$ cat src/rtl/control_sequencer.sv
// rtl/control_sequencer.sv - microcode step sequencer driving the bus CPU control word
`timescale 1ns/1ps
module control_sequencer #(
    parameter bit EARLY_END = 1'b1,
    parameter int NSTEPS    = 5
) (
    input  logic        clk,
    input  logic        rst_n,
    input  logic [3:0]  opcode,
    input  logic        carry_flag,
    input  logic        zero_flag,
    output logic [15:0] ctrl,
    output logic [2:0]  step,
    output logic        halted
);

    typedef enum logic [2:0] {
        T0 = 3'd0,
        T1 = 3'd1,
        T2 = 3'd2,
        T3 = 3'd3,
        T4 = 3'd4
    } step_t;

    localparam step_t LAST_STEP = step_t'(3'(NSTEPS - 1));

    localparam logic [15:0] HLT = 16'h8000;
    localparam logic [15:0] MI  = 16'h4000;
    localparam logic [15:0] RI  = 16'h2000;
    localparam logic [15:0] RO  = 16'h1000;
    localparam logic [15:0] IO  = 16'h0800;
    localparam logic [15:0] II  = 16'h0400;
    localparam logic [15:0] AI  = 16'h0200;
    localparam logic [15:0] AO  = 16'h0100;
    localparam logic [15:0] EO  = 16'h0080;
    localparam logic [15:0] SU  = 16'h0040;
    localparam logic [15:0] BI  = 16'h0020;
    localparam logic [15:0] OI  = 16'h0010;
    localparam logic [15:0] CE  = 16'h0008;
    localparam logic [15:0] CO  = 16'h0004;
    localparam logic [15:0] J   = 16'h0002;
    localparam logic [15:0] FI  = 16'h0001;

    localparam logic [3:0] OP_LDA = 4'b0001;
    localparam logic [3:0] OP_ADD = 4'b0010;
    localparam logic [3:0] OP_SUB = 4'b0011;
    localparam logic [3:0] OP_STA = 4'b0100;
    localparam logic [3:0] OP_LDI = 4'b0101;
    localparam logic [3:0] OP_JMP = 4'b0110;
    localparam logic [3:0] OP_JC  = 4'b0111;
    localparam logic [3:0] OP_JZ  = 4'b1000;
    localparam logic [3:0] OP_OUT = 4'b1110;
    localparam logic [3:0] OP_HLT = 4'b1111;

    step_t       step_q, step_d;
    logic        halted_q, halted_d;
    step_t       last_step;
    logic [15:0] ctrl_raw;

    // step counter and halt flag register
    always_ff @(posedge clk) begin
        if (!rst_n) begin
            step_q   <= T0;
            halted_q <= 1'b0;
        end else begin
            step_q   <= step_d;
            halted_q <= halted_d;
        end
    end

    // microcode decode, next-step selection and reset/halt gating of the control word
    always_comb begin
        step_d    = step_q;
        halted_d  = halted_q;
        ctrl_raw  = '0;
        last_step = T2;

        case (opcode)
            OP_ADD, OP_SUB: last_step = T4;
            OP_LDA, OP_STA: last_step = T3;
            default:        last_step = T2;
        endcase

        case (step_q)
            T0: ctrl_raw = CO | MI;
            T1: ctrl_raw = RO | II | CE;
            T2: begin
                case (opcode)
                    OP_LDA, OP_ADD, OP_SUB, OP_STA: ctrl_raw = IO | MI;
                    OP_LDI: ctrl_raw = IO | AI;
                    OP_JMP: ctrl_raw = IO | J;
                    OP_JC:  ctrl_raw = carry_flag ? (IO | J) : 16'h0000;
                    OP_JZ:  ctrl_raw = zero_flag  ? (IO | J) : 16'h0000;
                    OP_OUT: ctrl_raw = AO | OI;
                    OP_HLT: ctrl_raw = HLT;
                    default: ctrl_raw = 16'h0000;
                endcase
            end
            T3: begin
                case (opcode)
                    OP_LDA: ctrl_raw = RO | AI;
                    OP_ADD: ctrl_raw = RO | BI;
                    OP_SUB: ctrl_raw = RO | BI | SU;
                    OP_STA: ctrl_raw = AO | RI;
                    default: ctrl_raw = 16'h0000;
                endcase
            end
            T4: begin
                case (opcode)
                    OP_ADD: ctrl_raw = EO | AI | FI;
                    OP_SUB: ctrl_raw = EO | AI | SU | FI;
                    default: ctrl_raw = 16'h0000;
                endcase
            end
            default: ctrl_raw = 16'h0000;
        endcase

        // out-of-range step values also land on T0 through the >= comparisons
        if (!halted_q) begin
            if (step_q == T2 && opcode == OP_HLT) begin
                halted_d = 1'b1;
            end else if (EARLY_END ? (step_q >= last_step) : (step_q >= LAST_STEP)) begin
                step_d = T0;
            end else begin
                step_d = step_t'(3'(step_q) + 3'd1);
            end
        end

        if (!rst_n) begin
            ctrl = 16'h0000;
        end else if (halted_q) begin
            ctrl = HLT;
        end else begin
            ctrl = ctrl_raw;
        end
    end

    assign step   = 3'(step_q);
    assign halted = halted_q;

endmodule

$ cat config.mk
export PLATFORM = sky130hd
export DESIGN_NAME = control_sequencer
export DESIGN_NICKNAME = d
export VERILOG_FILES = /design/src/rtl/control_sequencer.sv
export SDC_FILE = /design/constraint.sdc
export NUM_CORES = 1
export LEC_CHECK = 0
export CAP_MARGIN = 40
export CORE_MARGIN = 4
export CORE_UTILIZATION = 42
export CTS_CLUSTER_SIZE = 8
export DETAILED_ROUTE_END_ITERATION = 16
export PLACE_DENSITY = 0.78
export SLEW_MARGIN = 0
export SYNTH_ARGS = -nofsm -noshare
export SYNTH_HDL_FRONTEND = slang
export SYNTH_SLANG_ARGS = --single-unit
$ cat constraint.sdc
create_clock -name clk -period 2.05 [get_ports clk]
set_input_delay 0.41 -clock clk [delete_from_list [all_inputs] [get_ports clk]]
set_output_delay 0.41 -clock clk [all_outputs]
set_load 0.1 [all_outputs]
==> results.py, run 1 <==
metrics = {
    "placement": {
        "dp_cells": 148,
        "dpl_worst_slack_ns": -0.4927,
        "dpl_cell_area_um2": 1485,
        "io_buffers": 27,
        "dp_hpwl_mm": 2.595,
        "gp_congestion": 0.7966,
    },
    "die": {
        "io_pins": 28,
        "dieHeight_um": 48.63,
        "fp.dieW_um": 48.63,
        "rows": 14,
        "start_util_pct": 44.97,
    },
    "synthesis": {
        "synthTopCellsByArea": "ha_1 14%, dfxtp_1 12%, nand2_1 4.3%",
        "synth_cells": 90,
        "synth_edf_count": 0,
        "async_flop_share_pct": 0,
        "yosys-top-cells-count": "8 x ha_1, 8 x nand2_1, 7 x nor2_1",
        "syn_nets": 106,
        "synth.distinct_cells": 39,
        "syn_avg_cell_area_um2": 7.702,
        "yosysSeqAreaShare_pct": 11.55,
        "ys_warn_count": 0,
        "ys.flop_type": "dfxtp_1",
        "synth_area_leader_cell": "ha_1",
        "synth.top_cell.area_share_pct": 14.44,
        "synthesis.area_um2": 693.2,
        "ys_ff_latch": 4,
    },
    "clocking": {
        "clk_path_buf_depth": 2,
        "post-cts-setup-buffers": 10,
        "clock-sinks": 4,
        "cts-root-buf": "clkbuf_4",
        "htreeDepth": 1,
        "numCtsBuffers": 3,
        "cts_hold_buffers": 0,
        "cts_resized": 25,
    },
    "run_status": {
        "stop_error": "[ERROR DPL-0038] Utilization greater than 100%, impossible to legalize",
        "status": "stopped before the end",
        "lastStage": "clock tree synthesis",
    },
}
==> metrics by stage <==
stage	util [%]	setup TNS, ns	hold slack (ns)
2_1_floorplan	-	-2.375	0.5691
3_3_place_gp	96.35	-3.044	0.5192
3_5_place_dp	96.35	-5.065	0.5296
==> cells by family after synthesis <==
group / count (synthesis) / synth area share (%)
AO/OA/AOI/OAI: 20 / 21.48
XOR/XNOR: 1 / 1.264
buffers and inverters: 12 / 9.745
AND/OR/NAND/NOR: 45 / 41.52
flip-flops: 4 / 11.55
adder cells (fa/ha/maj): 8 / 14.44
==> run 2, diff against run 1 <==
- CORE_AREA: not set -> 4 4 65 67
- CORE_MARGIN: 4 -> not set
- CORE_UTILIZATION: 42 -> not set
- CTS_CLUSTER_SIZE: 8 -> not set
- DIE_AREA: not set -> 0 0 69 71
- PLACE_DENSITY: 0.78 -> not set
- PLACE_DENSITY_LB_ADDON: not set -> 0.15
==> run 2 against run 1 <==
Effect of this change:
- the flow now finishes, with violations (negative setup slack)
- area after synthesis unchanged
- synthesized cell count unchanged
==> results.py, run 2 <==
metrics = {
    "synthesis": {
        "yosys-top-cells-count": "8 x ha_1, 8 x nand2_1, 7 x nor2_1",
        "synth_cells": 90,
        "syn_avg_cell_area_um2": 7.702,
        "synth_area_leader_cell": "ha_1",
        "ys.flop_type": "dfxtp_1",
        "synthTopCellsByArea": "ha_1 14%, dfxtp_1 12%, nand2_1 4.3%",
        "synth.distinct_cells": 39,
        "ys_ff_latch": 4,
        "ys_warn_count": 0,
        "yosysSeqAreaShare_pct": 11.55,
        "synth.top_cell.area_share_pct": 14.44,
        "async_flop_share_pct": 0,
        "synthesis.area_um2": 693.2,
        "synth_edf_count": 0,
        "syn_nets": 106,
    },
    "critical_path": {
        "arrival_ns": 1.71,
        "worst-path-max-fanout": 2,
        "end_kind": "output port",
        "slowest_delay_ns": 0.44,
        "worstPathRequired_ns": 1.64,
        "start_kind": "input port",
        "critical_path_class": "in -> out",
        "path_cells": "clkdlybuf4s50_1 > nand2b_1 > a21oi_1 > a2111oi_4 > buf_12",
        "crit_buf_inv": 2,
        "crit_slowest_cell": "clkdlybuf4s50_1",
        "path_delay_family": "buffers and inverters",
    },
    "power": {
        "power_w": 0.001488,
        "peakVddDrop_mv": 0.5771,
        "p_per_area_nw_per_um2": 864.9,
        "leakage_nw": 0.6912,
    },
    "die": {
        "io_pins": 28,
        "rows": 22,
        "start_util_pct": 19.08,
        "dieHeight_um": 71,
        "fp.dieW_um": 69,
        "core_area_um2": 3633,
        "dieArea_um2": 4899,
    },
    "clocking": {
        "cts-root-buf": "clkbuf_8",
        "clock-sinks": 4,
        "htreeDepth": 1,
        "numCtsBuffers": 3,
        "clk_path_buf_depth": 2,
        "clk_pin_slew_ns": 0.03,
        "clk_latency_ns": 0.22,
        "tritoncts": "yes",
    },
    "timing": {
        "finalSetupViolations": 5,
        "post-route-worst-setup-slack_ns": -0.06738,
        "fin_tns_setup_ns": -0.2388,
        "timing.final.crit_share_pct": 103.3,
        "rsz0062_at_grt": "true",
        "worstMarginPinSlew_ns": 0.3163,
        "post-route-min-period_ns": 2.117,
        "slew_viol_final": 0,
        "finalHoldViolCount": 0,
        "skew_ns": 0.003366,
        "fmax_mhz": 472.3,
        "slew_headroom_pct": 78.91,
    },
    "run_status": {
        "violations": "negative setup slack",
        "status": "finished, violations left",
    },
    "drt": {
        "ant_nets": 0,
        "post_drt_wl_per_cell_um": 12.23,
        "wl_mm": 2.385,
        "dr.first_iter.drc_count": 21,
        "drt_pass1_iterations": 3,
        "drc": 0,
        "routed_via_density": 4.431,
        "via_count": 864,
    },
    "final_layout": {
        "largest_register_ffs": 3,
        "fin_area_um2": 1720,
        "n_antenna_cell": 0,
        "final_common_cell": "buf_4",
        "final_cell_mix": "29 x buf_4, 18 x buf_12, 7 x buf_6",
        "drive_gt1_share_pct": 65.31,
        "area_growth_pct": 148.2,
        "fillers": 357,
        "nNetsFinal": 165,
    },
    "global_route": {
        "antenna_found_initial": 0,
        "grt_pass1_vias": 881,
        "grt_pass1_wl_mm": 4.015,
        "grt_usage_pct": 9.856,
        "grt-ovfl-total": 0,
        "grt_max_degree": 12,
    },
    "worst_hold_path": {
        "hp-class": "reg -> reg",
    },
    "run": {
        "cap_viol_max_count": 0,
    },
    "placement": {
        "io_buffers": 27,
        "dp_hpwl_mm": 1.953,
        "dpl_cell_area_um2": 1555,
        "gp_congestion": 0.7349,
    },
}
-- run 2: cell counts after synthesis --
Identical to the previous run, type by type.
-- run 2: routing by layer --
layer  vias up  wire (um)  track usage, %
met5         -          0               0
met4         0         31           4.555
met3         4         79           1.705
met2        16       1238           17.06
met1       402       1036           11.84
li1        442          -               -
-- run 2: timing repair --
action / 4_1_cts / 5_1_grt
hold endpoints to repair: 0 / 0
setup endpoints to repair: 19 / 8
resized for setup: 16 / 5
pin swaps: 7 / 5
hold buffers: 0 / 0
buffers inserted: 5 / 3
-- run 2: worst paths after layout --
path,endpoint,from,cells after the start,slack (ns)
worst min register to register,step[2]$_SDFFE_PN0P_,halted$_SDFF_PN0_,2,0.55
worst max-delay path,ctrl[11],carry_flag,5,-0.07
worst min-delay path,step[2]$_SDFFE_PN0P_,halted$_SDFF_PN0_,2,0.55
worst max register to register,step[0]$_SDFFE_PN0P_,step[1]$_SDFFE_PN0P_,9,0.44
-- run 2: layout make-up --
| class | instances | area (um2) | share of cell area [%] |
|---|---|---|---|
| Clock buffer | 3 | 41.29 | 2.400 |
| Multi-Input combinational cell | 74 | 774.5 | 45.02 |
| Inverter | 5 | 23.77 | 1.382 |
| Tap cell | 48 | 60.06 | 3.491 |
| Sequential cell | 4 | 95.09 | 5.527 |
| Timing Repair Buffer | 61 | 725.7 | 42.18 |
-- run 2: where the power goes --
part,internal (W),total [W],switching [W]
combinational,0.000461,0.00117,0.000712
sequential,0.000107,0.000144,0.0000374
clock,0.000125,0.000170,0.0000448
total,0.000693,0.00149,0.000795
-- run 2: logic make-up after synthesis --
family                   synth area share [%]
XOR/XNOR                                1.264
adder cells (fa/ha/maj)                 14.44
flip-flops                              11.55
buffers and inverters                   9.745
AO/OA/AOI/OAI                           21.48
AND/OR/NAND/NOR                         41.52
-- run 2: worst min-delay path, cell delays in order (launching register included) --
cell and delay (ns):
dfxtp_4 0.36, nand3_1 0.09, o31ai_2 0.06
-- run 2: through the flow --
step	hold slack (ns)	setup slack, ns	util, %	instances
after floorplan	0.5691	-0.5369	-	90
after global placement	0.5431	-0.3055	42.80	184
after detailed placement	0.5421	-0.3300	42.80	184
after CTS	0.5494	-0.09587	46.18	192
after global routing	0.5762	-0.1438	47.35	195
final	0.5453	-0.06738	47.35	195
Power figures use the tool's default switching activity.
==> RTL edit: new RTL, config.mk and constraints of run 2 <==
The parameter `EARLY_END` goes from 1'b1 to 1'b0.
--- a/src/rtl/control_sequencer.sv
+++ b/src/rtl/control_sequencer.sv
@@ -1,7 +1,7 @@
 // rtl/control_sequencer.sv - microcode step sequencer driving the bus CPU control word
 `timescale 1ns/1ps
 module control_sequencer #(
-    parameter bit EARLY_END = 1'b1,
+    parameter bit EARLY_END = 1'b0,
     parameter int NSTEPS    = 5
 ) (
     input  logic        clk,
Formal check against the unedited RTL: not equivalent (Yosys sat finds a counterexample within 4 cycles, from zero or initial values and one cycle with rst_n low).
==> RTL edit against run 2 <==
- the flow still finishes with violations (setup timing)
- sequential cell count unchanged
- routed wire length decreased by 11%
- clock skew shrank 0.00057 ns
- fmax increased by 1.3%
- critical endpoint is now ctrl[9]
- non-clock buffer count down 5
- combinational power shrank 46%
- global-route usage decreased by 0.89 points
- synthesized area fell by 5.1%
- total power decreased by 39%
- design area down 10%
- critical path type is now flop to primary output
- synthesized cell count decreased by 12%
- worst setup slack gained 0.027 ns
==> RTL edit: results (changes against run 2) <==
* Global-route wire length before repair at 3.836 mm (-4.5%)
* Number of failing setup endpoints in the final timing report at 1 (-4)
* Gate count after technology mapping at 79 (-12%)
* Peak fanout along the critical path at 5 (+3)
* Clock skew after layout at 0.002798 ns (-0.0005683 ns)
* Transition time at the pin with the least slew margin at 0.3337 ns (+0.01743 ns)
* Critical Path End: ctrl[9]
* Data arrival time of the critical path at 1.68 ns (-0.03 ns)
* Non-filler cells, final at 178 (-8.7%)
* Number of distinct standard cells referenced by the synthesized netlist at 40 (+2.6%)
* Leading post-synthesis cells by cell area: dfxtp_1, ha_1, buf_6
* Instance count along the most critical hold path at 1 (-1)
* Post-synth net total at 92 (-13%)
* Routed length per placed instance at 11.89 um (-2.8%)
* List of most frequent post-synthesis cells: nand2_1, ha_1
* HPWL after DPL at 1.742 mm (-11%)
* CP max stage delay at 0.37 ns (-0.07 ns)
* Fraction of final layout cells with drive strength greater than 1 at 70.77% (+5.5 points)
* Least setup slack across all paths after layout at -0.04059 ns (+0.02679 ns)
* Number of nets in the finished design at 145 (-12%)
* Global routing usage summed across all routing layers at 8.965% (-0.89 points)
* Detailed Route Iter0 Violations at 27 (+29%)
* Worst r2r src: step[0]
* Run status: finished, violations left
* Violated checks: setup timing
* Critical Path Start: step[1]
* Maximum number of pins on one net before global-route repair at 11 (-1)
RTL edit: how the worst min path moves through the flow:
stage               to    start  slack (ns)
2_1_floorplan  step[0]  step[0]        0.63
6_report       step[2]   halted        0.56
3_5_place_dp   step[0]  step[0]        0.51
4_1_cts        step[2]   halted        0.57
3_3_place_gp   step[0]  step[0]        0.50
5_1_grt        step[2]   halted        0.60
RTL edit: what timing repair did:
item / CTS / global route
gates resized for setup: 16 / 6
cloned: 1 / 0
pin swaps: 7 / 4
setup buffers: 7 / 0
setup endpoints to repair: 16 / 5
endpoints found under the hold margin: 0 / 0
RTL edit: kinds of logic after synthesis:
logic type | count (synthesis) | share of synthesized area, %
adder cells (fa/ha/maj) | 5 | 9.506
multiplexers | 2 | 3.042
AND/OR/NAND/NOR | 40 | 40.11
flip-flops | 4 | 12.17
AO/OA/AOI/OAI | 15 | 21.86
buffers and inverters | 13 | 13.31
RTL edit: worst max-delay path: cells and delay by family (launching register included):
family,cells,cell delay (ns)
simple gates,1,0.13
buf+inv,1,0.21
flops,1,0.37
fa+ha+maj,2,0.30
compound gates,2,0.44
RTL edit: power by group:
group | switching [mW] | total [mW] | internal [mW]
clock network | 0.0354 | 0.160 | 0.125
registers | 0.0243 | 0.116 | 0.0914
logic | 0.382 | 0.627 | 0.245
RTL edit: per-layer routing:
metal | wire (um) | global-route usage, % | up-vias
li1 | - | - | 393
met1 | 977 | 12.73 | 367
met2 | 1060 | 14.41 | 17
met3 | 80 | 1.563 | 0
met4 | 0 | 1.302 | 0
met5 | 0 | 0 | -
RTL edit: layout make-up:
| type | instances | area share, % |
|---|---|---|
| clock buffers | 3 | 2.681 |
| repair buffers | 56 | 41.02 |
| multi-input cells | 62 | 44.84 |
| well taps | 48 | 3.899 |
| inverters | 5 | 1.381 |
| flip-flops and latches | 4 | 6.174 |
RTL edit: per-stage QoR:
stage                     setup slack [ns]  setup TNS, ns  cell area (sq um)  power, mW
after detailed placement           -0.3930         -3.674               1426     0.7014
after global placement             -0.3530         -3.341               1426     0.6971
after CTS                         -0.04698       -0.08609               1541     0.9135
after floorplan                    -0.5074         -2.437              869.6     0.5333
final                             -0.04059       -0.04059               1540     0.9027
after global routing               -0.1029        -0.2254               1540     0.9511
